==> src/rtl/prefetch_if_stage.sv <==
// Instruction prefetch stage: issues in-order word fetches to instruction
// memory, buffers returned words in a small FIFO and presents them to ID.
// Branches flush the buffer and discard responses still in flight.
// Optional bubble counter is built when IF_PERF_CNT_EN is defined.
module prefetch_if_stage #(
    parameter int unsigned DEPTH           = 4,
    parameter int unsigned MAX_OUTSTANDING = 2
) (
    input  logic        clk_i,
    input  logic        rst_ni,
    input  logic [31:0] boot_addr_i,
    output logic        instr_req_o,
    output logic [31:0] instr_addr_o,
    input  logic        instr_gnt_i,
    input  logic        instr_rvalid_i,
    input  logic [31:0] instr_rdata_i,
    input  logic        branch_i,
    input  logic [31:0] branch_addr_i,
    input  logic        id_ready_i,
    output logic        instr_valid_id_o,
    output logic [31:0] instr_rdata_id_o,
    output logic [31:0] pc_id_o,
    output logic [31:0] fetch_bubbles_o
);

    localparam int unsigned AW = $clog2(DEPTH);
    localparam int unsigned CW = AW + 1;
    typedef logic [CW-1:0] cnt_t;
    localparam cnt_t DEPTH_C = cnt_t'(DEPTH);
    localparam cnt_t MAX_C   = cnt_t'(MAX_OUTSTANDING);

    typedef enum logic {BOOT, RUN} state_e;

    state_e          state_q;
    logic [31:0]     fetch_pc_q;   // address of the next request
    logic [31:0]     rsp_pc_q;     // address of the next non-discarded response
    cnt_t            occ_q;        // FIFO occupancy
    cnt_t            outst_q;      // granted but not yet returned
    cnt_t            disc_q;       // in-flight responses to drop
    logic [AW-1:0]   rd_ptr_q;
    logic [AW-1:0]   wr_ptr_q;
    logic [31:0]     mem_pc_q   [DEPTH];
    logic [31:0]     mem_data_q [DEPTH];

    logic [CW:0]     inflight;
    logic            req;
    logic            gnt_fire;
    logic            rsp_ok;
    logic            push;
    logic            pop;
    logic            valid;
    cnt_t            outst_d;
    logic [31:0]     branch_tgt;
    logic [31:0]     boot_tgt;

    // Request gating, FIFO handshakes and next outstanding count
    always_comb begin
        inflight   = {1'b0, occ_q} + {1'b0, outst_q};
        req        = (state_q == RUN) && (inflight < {1'b0, DEPTH_C}) && (outst_q < MAX_C);
        gnt_fire   = req & instr_gnt_i;
        // a response with nothing outstanding is a protocol error and is ignored
        rsp_ok     = instr_rvalid_i && (outst_q != '0);
        push       = rsp_ok && (disc_q == '0) && !branch_i;
        valid      = (occ_q != '0);
        pop        = valid && id_ready_i && !branch_i;
        outst_d    = outst_q + cnt_t'(gnt_fire) - cnt_t'(rsp_ok);
        branch_tgt = branch_addr_i & ~32'h3;
        boot_tgt   = boot_addr_i & ~32'h3;
    end

    // FSM, fetch/response PCs, counters and FIFO pointers
    always_ff @(posedge clk_i or negedge rst_ni) begin
        if (!rst_ni) begin
            state_q    <= BOOT;
            fetch_pc_q <= '0;
            rsp_pc_q   <= '0;
            occ_q      <= '0;
            outst_q    <= '0;
            disc_q     <= '0;
            rd_ptr_q   <= '0;
            wr_ptr_q   <= '0;
        end else begin
            state_q <= RUN;
            outst_q <= outst_d;
            if (state_q == BOOT) begin
                fetch_pc_q <= boot_tgt;
                rsp_pc_q   <= boot_tgt;
            end else if (branch_i) begin
                fetch_pc_q <= branch_tgt;
                rsp_pc_q   <= branch_tgt;
            end else begin
                if (gnt_fire) fetch_pc_q <= fetch_pc_q + 32'd4;
                if (push)     rsp_pc_q   <= rsp_pc_q + 32'd4;
            end
            // everything still in flight after a branch belongs to the old path
            if (branch_i)
                disc_q <= outst_d;
            else if (rsp_ok && (disc_q != '0))
                disc_q <= disc_q - cnt_t'(1);
            if (branch_i) begin
                occ_q    <= '0;
                rd_ptr_q <= '0;
                wr_ptr_q <= '0;
            end else begin
                if (push) wr_ptr_q <= wr_ptr_q + 1'b1;
                if (pop)  rd_ptr_q <= rd_ptr_q + 1'b1;
                occ_q <= occ_q + cnt_t'(push) - cnt_t'(pop);
            end
        end
    end

    // FIFO storage; contents are only observed while occupancy is non-zero
    always_ff @(posedge clk_i) begin
        if (push) begin
            mem_pc_q[wr_ptr_q]   <= rsp_pc_q;
            mem_data_q[wr_ptr_q] <= instr_rdata_i;
        end
    end

    assign instr_req_o      = req;
    assign instr_addr_o     = fetch_pc_q;
    assign instr_valid_id_o = valid;
    assign instr_rdata_id_o = valid ? mem_data_q[rd_ptr_q] : 32'h0;
    assign pc_id_o          = valid ? mem_pc_q[rd_ptr_q]   : 32'h0;

`ifdef IF_PERF_CNT_EN
    logic [31:0] bubbles_q;

    // Count cycles where ID could take an instruction but none is ready
    always_ff @(posedge clk_i or negedge rst_ni) begin
        if (!rst_ni)
            bubbles_q <= '0;
        else if ((state_q == RUN) && id_ready_i && !valid && (bubbles_q != 32'hFFFF_FFFF))
            bubbles_q <= bubbles_q + 32'd1;
    end

    assign fetch_bubbles_o = bubbles_q;
`else
    assign fetch_bubbles_o = 32'h0;
`endif

endmodule

==> config.mk <==
export PLATFORM = sky130hd
export DESIGN_NAME = prefetch_if_stage
export DESIGN_NICKNAME = d
export VERILOG_FILES = /design/src/rtl/prefetch_if_stage.sv
export SDC_FILE = /design/constraint.sdc
export NUM_CORES = 1
export LEC_CHECK = 0
export BUFFER_PORTS_ARGS = -buffer_cell sky130_fd_sc_hd__clkbuf_2
export CORE_ASPECT_RATIO = 1.4
export CORE_MARGIN = 2
export CORE_UTILIZATION = 50
export DETAILED_ROUTE_END_ITERATION = 6
export GPL_ROUTABILITY_DRIVEN = 0
export PLACE_DENSITY = 0.83
export SETUP_SLACK_MARGIN = 0.15
export SLEW_MARGIN = 30
export SYNTH_ARGS = -nofsm -noshare
export SYNTH_HDL_FRONTEND = slang
export SYNTH_SLANG_ARGS = --single-unit
==> constraint.sdc <==
create_clock -name clk_i -period 5.4 [get_ports clk_i]
set_input_delay 1.08 -clock clk_i [delete_from_list [all_inputs] [get_ports clk_i]]
set_output_delay 1.08 -clock clk_i [all_outputs]
set_load 0.02 [all_outputs]
=== Word level (Yosys, flattened, before mapping) ===
Memories as Yosys holds them, arrays and structs flattened.
Index checks and enable logic that the tools add are counted.

* Equal/unequal tests: 2
* Bitwise operators: 1
* Mux-type cells: 17
* Reductions and logical operators: 16
* Add/subtract/negate cells: 10
* Order comparisons: 2

{| class="wikitable"
|+ Operators with widths
! cell !! number
|-
| 2-to-1 mux 32 bit || 8
|-
| adder 32 x 3 -> 32 bit (second input constant) || 2
|-
| 2-to-1 mux 3 bit || 3
|-
| nonzero test 3 bit || 3
|-
| logical AND 1 bit || 8
|-
| 2-to-1 mux 2 bit || 4
|-
| adder 3 x 1 -> 3 bit || 2
|-
| != test 3 x 2 -> 1 bit (second input constant) || 2
|-
| nonzero test 2 bit || 3
|-
| subtractor 3 x 1 -> 3 bit || 2
|-
| adder 2 x 1 -> 2 bit (second input constant) || 2
|-
| adder 3 x 3 -> 4 bit || 1
|-
| < comparator 4 x 3 -> 1 bit (second input constant) || 1
|-
| logical NOT 3 bit || 1
|-
| < comparator 3 x 2 -> 1 bit (second input constant) || 1
|-
| subtractor 3 x 1 -> 3 bit (second input constant) || 1
|-
| 2-to-1 mux 1 bit || 2
|-
| bitwise AND 1 bit || 1
|-
| logical NOT 1 bit || 1
|}

* RAM bits: 256
* Input bits: 102
* Output and inout bits: 130
* Memories: 2
* Register bits: 78

{| class="wikitable"
|+ Memory list
! name !! words !! width !! rd ports !! clocked after memory_dff !! wr ports !! RTL line !! RTL
|-
| mem_data_q || 4 || 32 || 1 || 0 || 1 || 43 || <nowiki>logic [31:0] mem_data_q [DEPTH];</nowiki>
|-
| mem_pc_q || 4 || 32 || 1 || 0 || 1 || 42 || <nowiki>logic [31:0] mem_pc_q [DEPTH];</nowiki>
|}

=== Logic depth before layout (Yosys ltp) ===
Gate-level depths: netlist of the first run.

* Depth in word-level cells: 8
* Mapped depth: 15
* Depth with buffers taken out: 13

=== Least setup slack after synthesis of the first run ===
OpenSTA, ideal clock, no wires.

* Path kind: in2reg
* From: in instr_rvalid_i
* To: mem mem_data_q[0][0], enable pin
* Buffers on the path: 1
* Arrival: 3,307 ps
* Slack: 1,666 ps
* Setup time: 427 ps
* Stages: 4
* Path through: o31ai_1 > nor2_1 > clkbuf_1 > and3_1

* Word-level cells in the longest chain between the ends: 5

{| class="wikitable"
|+ RTL lines
! element !! RTL line !! RTL
|-
| start: declaration || 15 || <nowiki>input logic instr_rvalid_i,</nowiki>
|-
| logical AND 1 bit || 62 || <nowiki>rsp_ok = instr_rvalid_i && (outst_q != '0);</nowiki>
|-
| logical AND 1 bit (2 in series) || 63 || <nowiki>push = rsp_ok && (disc_q == '0) && !branch_i;</nowiki>
|-
| 2-to-1 mux 1 bit || 114 || <nowiki>if (push) begin</nowiki>
|-
| 2-to-1 mux 1 bit (not written as such) || 116 || <nowiki>mem_data_q[wr_ptr_q] <= instr_rdata_i;</nowiki>
|-
| end: declaration || 43 ||
|}

Every way passes these cells.

=== Worst setup path after layout of the first run ===
* From: reg rd_ptr_q[0]
* To: out instr_rdata_id_o[20]

* Word-level cells in the longest chain between the ends: 2

{| class="wikitable"
|+ RTL lines
! element !! RTL line !! RTL
|-
| start: declaration || 40 || <nowiki>logic [AW-1:0] rd_ptr_q;</nowiki>
|-
| start signal: assignment || 106 || <nowiki>if (pop) rd_ptr_q <= rd_ptr_q + 1'b1;</nowiki>
|-
| memory read (4 x 32 bit) || -- ||
|-
| 2-to-1 mux 32 bit || 123 || <nowiki>assign instr_rdata_id_o = valid ? mem_data_q[rd_ptr_q] : 32'h0;</nowiki>
|-
| end: declaration || 21 || <nowiki>output logic [31:0] instr_rdata_id_o,</nowiki>
|}

Every way passes these cells.

==> run metrics, run 1 <==
outcome finished, final reports clean; FP Rows 73; core area 28300 um^2; DPL Wire Length 20500 um; RSZ-0062 raised after global routing no; area of the die between 30000 and 40000 um^2; worst-path fanout max 37; commonest non-fill, non-tap cell in the layout edfxtp_1; vias in the first global route 8820; Starting Density 0.507; Max Cap Viol 0; # nets final 1292; YS warnings 0; setup violators final 0; EDFF count, synth 248; crit path DAT 2.79 ns; net switching power 0.00212 W; Buffers on Ports about 190; PwrDens 418 nW/um^2; vias per cell 5.80; drt wl/cell 19.7 um; CP required 4.32 ns; Max Freq 258 MHz; Synth top area share 0.519; clk buf depth 3; CTS Sinks ~320; initial antenna violation count 0; Hold Vio Cnt, Final 0; Die Span Y 204 um; Synth area leader edfxtp_1; layout cells sized above 1 0.279; GRT Total Usage 0.205; Int Power about 0.0048 W; H-tree depth 1; ys async rst share 0.230; total power draw 0.00689 W; DP Area 15600 um^2; min cycle time layout slightly below 4 ns; prevailing post-synth register cell edfxtp_1; placed cell count 1517; total grt overflow 0; Comb pwr share 0.262; path category of the worst min-delay check input port to asynchronous set/reset pin; clock skew between 0.009 and 0.01 ns; Layout Cells excl Fill 1569; hold buffers post-CTS 0; Die X approximately 150 um; Routed WL about 31000 um; CTS buffer count 29; CP startpoint kind register; # DRC 0; mapped cell area ~14000 um^2; Mapped Cells approximately 1000; Worst Tran Pin Value 0.860 ns; sequential area share after synthesis 0.648; Final Cycle Share 0.717; Vias 9099; Peak VDD IR 0.234 mV; most frequent cells in the layout edfxtp_1, clkbuf_2, dfrtp_1; WS Path Type register to output port; 1st-iter DRT viols 817; n_diodes 0; Leak 6.17 nW; CP endpoint kind output port; # resized after CTS 0; clock-pin slew on the worst setup and hold paths 0.07 ns; Switching Share 0.308; first-pass GRT wire length 48500 um; Sequential Power Share 0.446; setup bufs post-CTS 0; FF+latch count, synth 322; FILL cells around 2200; count of pins over their slew limit 0; post-layout instance area 16500 um^2; Detail Route Antenna Nets 0; pin count of the biggest net entering global routing 66; Area contributors post-synth edfxtp_1, dfrtp_1, mux4_2; Setup TNS 0 ns; IO Pins 232; P&R area growth vs syn 15.1%; Syn Area/Cell ~15 um^2; post-synthesis cell type count 52; relative slew slack 0.424; Clk network pwr share 0.292; Pre-antenna DRT Iters 6; final core occ 0.583; clock tree from TritonCTS done; insertion delay to the later sink of the worst-skew pair 0.54 ns; CTS root buf clkbuf_16
cells in the mapped netlist, types with 9 or more instances:
library cell  number
a21oi_1           71
a22oi_1           23
a2bb2oi_1         10
and2_1            66
and3_1            15
buf_2             17
buf_4             37
clkbuf_1          28
dfrtp_1           74
edfxtp_1         248
ha_1              15
inv_1             21
mux4_2            62
nand2_1           60
nand3_1           32
nand4_1           12
nor2_1            34
nor3_1             9
o21ai_0           47
worst max-delay path, cell delays in order (launching register included):
cell,delay (ns)
dfrtp_4,0.88
buf_4,0.47
mux4_2,0.57
and2_1,0.17
clkbuf_2,0.15
routing by layer:
| layer | wire length (um) | global-route usage |
|---|---|---|
| met3 | 2320 | 0.0254 |
| met1 | 11800 | 0.266 |
| met5 | 0 | 0 |
| met2 | 16000 | 0.365 |
| met4 | 777 | 0.0591 |
power groups by stage:
stage	registers, W	clock network (W)	logic (W)
after CTS	0.00308	0.00205	0.00184
final	0.00308	0.00201	0.00181
after global routing	0.00311	0.00214	0.00197
after global placement	0.00312	0	0.00180
after detailed placement	0.00313	0	0.00183
after floorplan	0.00302	0	0.00136
path summary, 6_finish.rpt:
check	start	depth (start not counted)	slack [ns]	to
setup / recovery	rd_ptr_q[0]$_DFFE_PN0P_	4	1.53	instr_rdata_id_o[20]
hold / removal	rst_ni	1	0.54	instr_addr_o[21]$_DFFE_PN0P_
setup reg to reg	occ_q[1]$_DFF_PN0_	12	2.05	disc_q[2]$_DFFE_PN0P_
hold reg to reg	outst_q[0]$_DFF_PN0_	1	0.57	outst_q[0]$_DFF_PN0_
max in group asynchronous	rst_ni	2	3.97	rd_ptr_q[0]$_DFFE_PN0P_
min in group clk_i	outst_q[0]$_DFF_PN0_	1	0.57	outst_q[0]$_DFF_PN0_
state kept, by name (all words and copies together) (netlist names), 2 cells and up:
signal	flops
mem_pc_q	120
mem_data_q	128
wr_ptr_q	2
rsp_pc_q	30
rd_ptr_q	2
occ_q	3
instr_addr_o	30
outst_q	3
disc_q	3
final cells by class:
type / instances / area [um^2] / share of cell area
multi-input combinational: 596 / 4620 / 0.280
inverter: 22 / 82.6 / 0.00500
clock buffer: 37 / 807 / 0.0489
sequential: 322 / 9300 / 0.564
timing repair buffer: 202 / 1090 / 0.0661
clock inverter: 15 / 131 / 0.00796
tap: 375 / 469 / 0.0284
per-stage QoR:
stage                     hold slack [ns]  setup slack, ns
final                               0.538             1.53
after global routing                0.567             1.28
after CTS                           0.544             1.38
after detailed placement            0.555             1.94
after global placement              0.536             1.97
after floorplan                     0.471             1.67
cell families after synthesis:
family | after synthesis | share of synthesized area
AOI/OAI and AO/OA | 207 | 0.0910
adders and majority gates | 17 | 0.0159
other | 2 | 0.000524
DFF | 322 | 0.648
buffers and inverters | 106 | 0.0395
xor gates and xnor gates | 12 | 0.00733
muxes | 65 | 0.0994
and+or+nand+nor | 258 | 0.0981
(Power assumes the default switching activity.)
==> inputs of run 2 (changes only) <==
Clock period 5.4 ns to 3.8 ns, I/O delays scaled along.
==> run metrics, run 2 (same netlist as run 1, synthesis figures left out) <==
commonest non-fill, non-tap cell in the layout edfxtp_1; crit path DAT 2.49 ns (-0.30 ns); CTS buffer count 30 (+3.4%); clock-pin slew on the worst setup and hold paths 0.07 ns (about the same); metal1 wirelength 12100 um (+2.7%); CTS root buf clkbuf_16; PwrDens 596 nW/um^2 (+43%); Pre-antenna DRT Iters 5 (-1); post-route worst setup slack 0.551 ns (-0.975 ns); CP endpoint kind output port; CP startpoint kind register; Setup TNS 0 ns (unchanged); vias per cell 5.82 (+0.29%); min cycle time layout between 3 and 4 ns; # nets final 1303 (+0.85%); IO Pins 232 (unchanged); Die Span Y 204 um (unchanged); core area 28300 um^2 (unchanged); DPL Wire Length 20900 um (+1.7%); pin count of the biggest net entering global routing 75 (+14%); Buffers on Ports 191 (unchanged); vias in the first global route 9394 (+6.5%); relative slew slack 0.370 (-0.0545); path category of the worst min-delay check input port to asynchronous set/reset pin; met2 wire length 16500 um (+2.8%); H-tree depth 1 (unchanged); top flop regs mem_data_q x128, mem_pc_q x120; drt wl/cell 19.9 um (+0.86%); 1st-iter DRT viols 751 (-8.1%); GRT Total Usage 0.207 (+0.00207); clk buf depth 3 (unchanged); routed wl met3 1870 um (-19%); count of pins over their slew limit 0 (unchanged); n_diodes 0 (unchanged); clock tree from TritonCTS done; flip-flop count of the largest register after layout 128 (unchanged); # DRC 0 (unchanged); area of the die 30100 um^2 (unchanged); Max Cap Viol 0 (unchanged); setup violators final 0 (unchanged); WS Path Type register to output port; Die X 147 um (unchanged); Max Freq 308 MHz; FP Rows 73 (unchanged); most flop-heavy register mem_data_q; Hold Vio Cnt, Final 0 (unchanged); CTS Sinks 322 (unchanged); CP required 3.04 ns (-1.28 ns); Worst Tran Pin Value 0.942 ns (+0.0814 ns); RSZ-0062 raised after global routing no; Starting Density 0.507 (unchanged); Peak VDD IR 0.335 mV (+43%); Detail Route Antenna Nets 0 (unchanged); Final Cycle Share 0.855; setup bufs post-CTS 0 (unchanged); first-pass GRT wire length 48900 um (+0.87%); most frequent cells in the layout edfxtp_1, clkbuf_2, dfrtp_1; worst-path fanout max 23 (-38%); outcome finished, final reports clean; total grt overflow 0 (unchanged); layout cells sized above 1 0.286 (+0.00694); # resized after CTS 0 (unchanged); Leak 6.26 nW (+1.5%); Vias 9201 (+1.1%); clock skew 0.0145 ns (+0.00459 ns); P&R area growth vs syn 16.5%; Routed WL 31500 um (+1.7%); post-place setup slack 1.00 ns (-0.935 ns); hold buffers post-CTS 0 (unchanged); initial antenna violation count 0 (unchanged); insertion delay to the later sink of the worst-skew pair 0.56 ns (+0.02 ns); Max Used Layer met4; FILL cells 2199 (+0.18%)
==> run 2: worst paths after layout <==
path	cells past startpoint	startpoint	endpoint	slack (ns)
hold reg to reg	1	instr_addr_o[14]$_DFFE_PN0P_	instr_addr_o[14]$_DFFE_PN0P_	0.57
min in group clk_i	1	instr_rdata_i[27]	mem_data_q[0][27]$_DFFE_PP_	0.42
max in group asynchronous	2	rst_ni	rd_ptr_q[0]$_DFFE_PN0P_	3.20
setup / recovery	4	rd_ptr_q[0]$_DFFE_PN0P_	pc_id_o[21]	0.55
setup reg to reg	13	occ_q[1]$_DFF_PN0_	disc_q[2]$_DFFE_PN0P_	0.99
hold / removal	2	rst_ni	instr_addr_o[20]$_DFFE_PN0P_	0.21
==> run 2: power by group <==
group / leakage (nW) / internal (W) / switching (W)
Combinational: 2.59 / 0.00115 / 0.00152
Sequential: 3.20 / 0.00405 / 0.000290
Clock: 0.476 / 0.00169 / 0.00127
Total: 6.26 / 0.00689 / 0.00308
==> run 2: metrics by stage <==
stage	area, um^2	hold slack (ns)	instances	util	power [W]
3_5_place_dp	15700	0.547	1527	0.556	0.00711
4_1_cts	16700	0.221	1582	0.590	0.0101
5_1_grt	16700	0.224	1582	0.590	0.0104
2_1_floorplan	14500	0.464	1024	-	0.00623
6_report	16700	0.209	1582	0.590	0.00996
3_3_place_gp	15700	0.529	1527	0.556	0.00705
==> run 2: area by class of cell <==
type	count	area [um^2]	share of cell area
clock inverter	21	194	0.0116
clock buffer	34	787	0.0471
timing repair buffer	212	1260	0.0756
sequential	322	9300	0.557
multi-input combinational	596	4620	0.276
inverter	22	82.6	0.00494
tap	375	469	0.0281
==> run 2: routing by layer <==
layer,global-route usage,vias to the layer above
met3,0.0266,76
met4,0.0817,0
li1,-,4148
met1,0.257,4574
met5,0,-
met2,0.370,403
==> run 2: worst max-delay path: stages, from the launching register on <==
cell and delay [ns]:
dfrtp_4 0.74, buf_12 0.27, mux4_2 0.57, and2_1 0.19, clkbuf_2 0.15
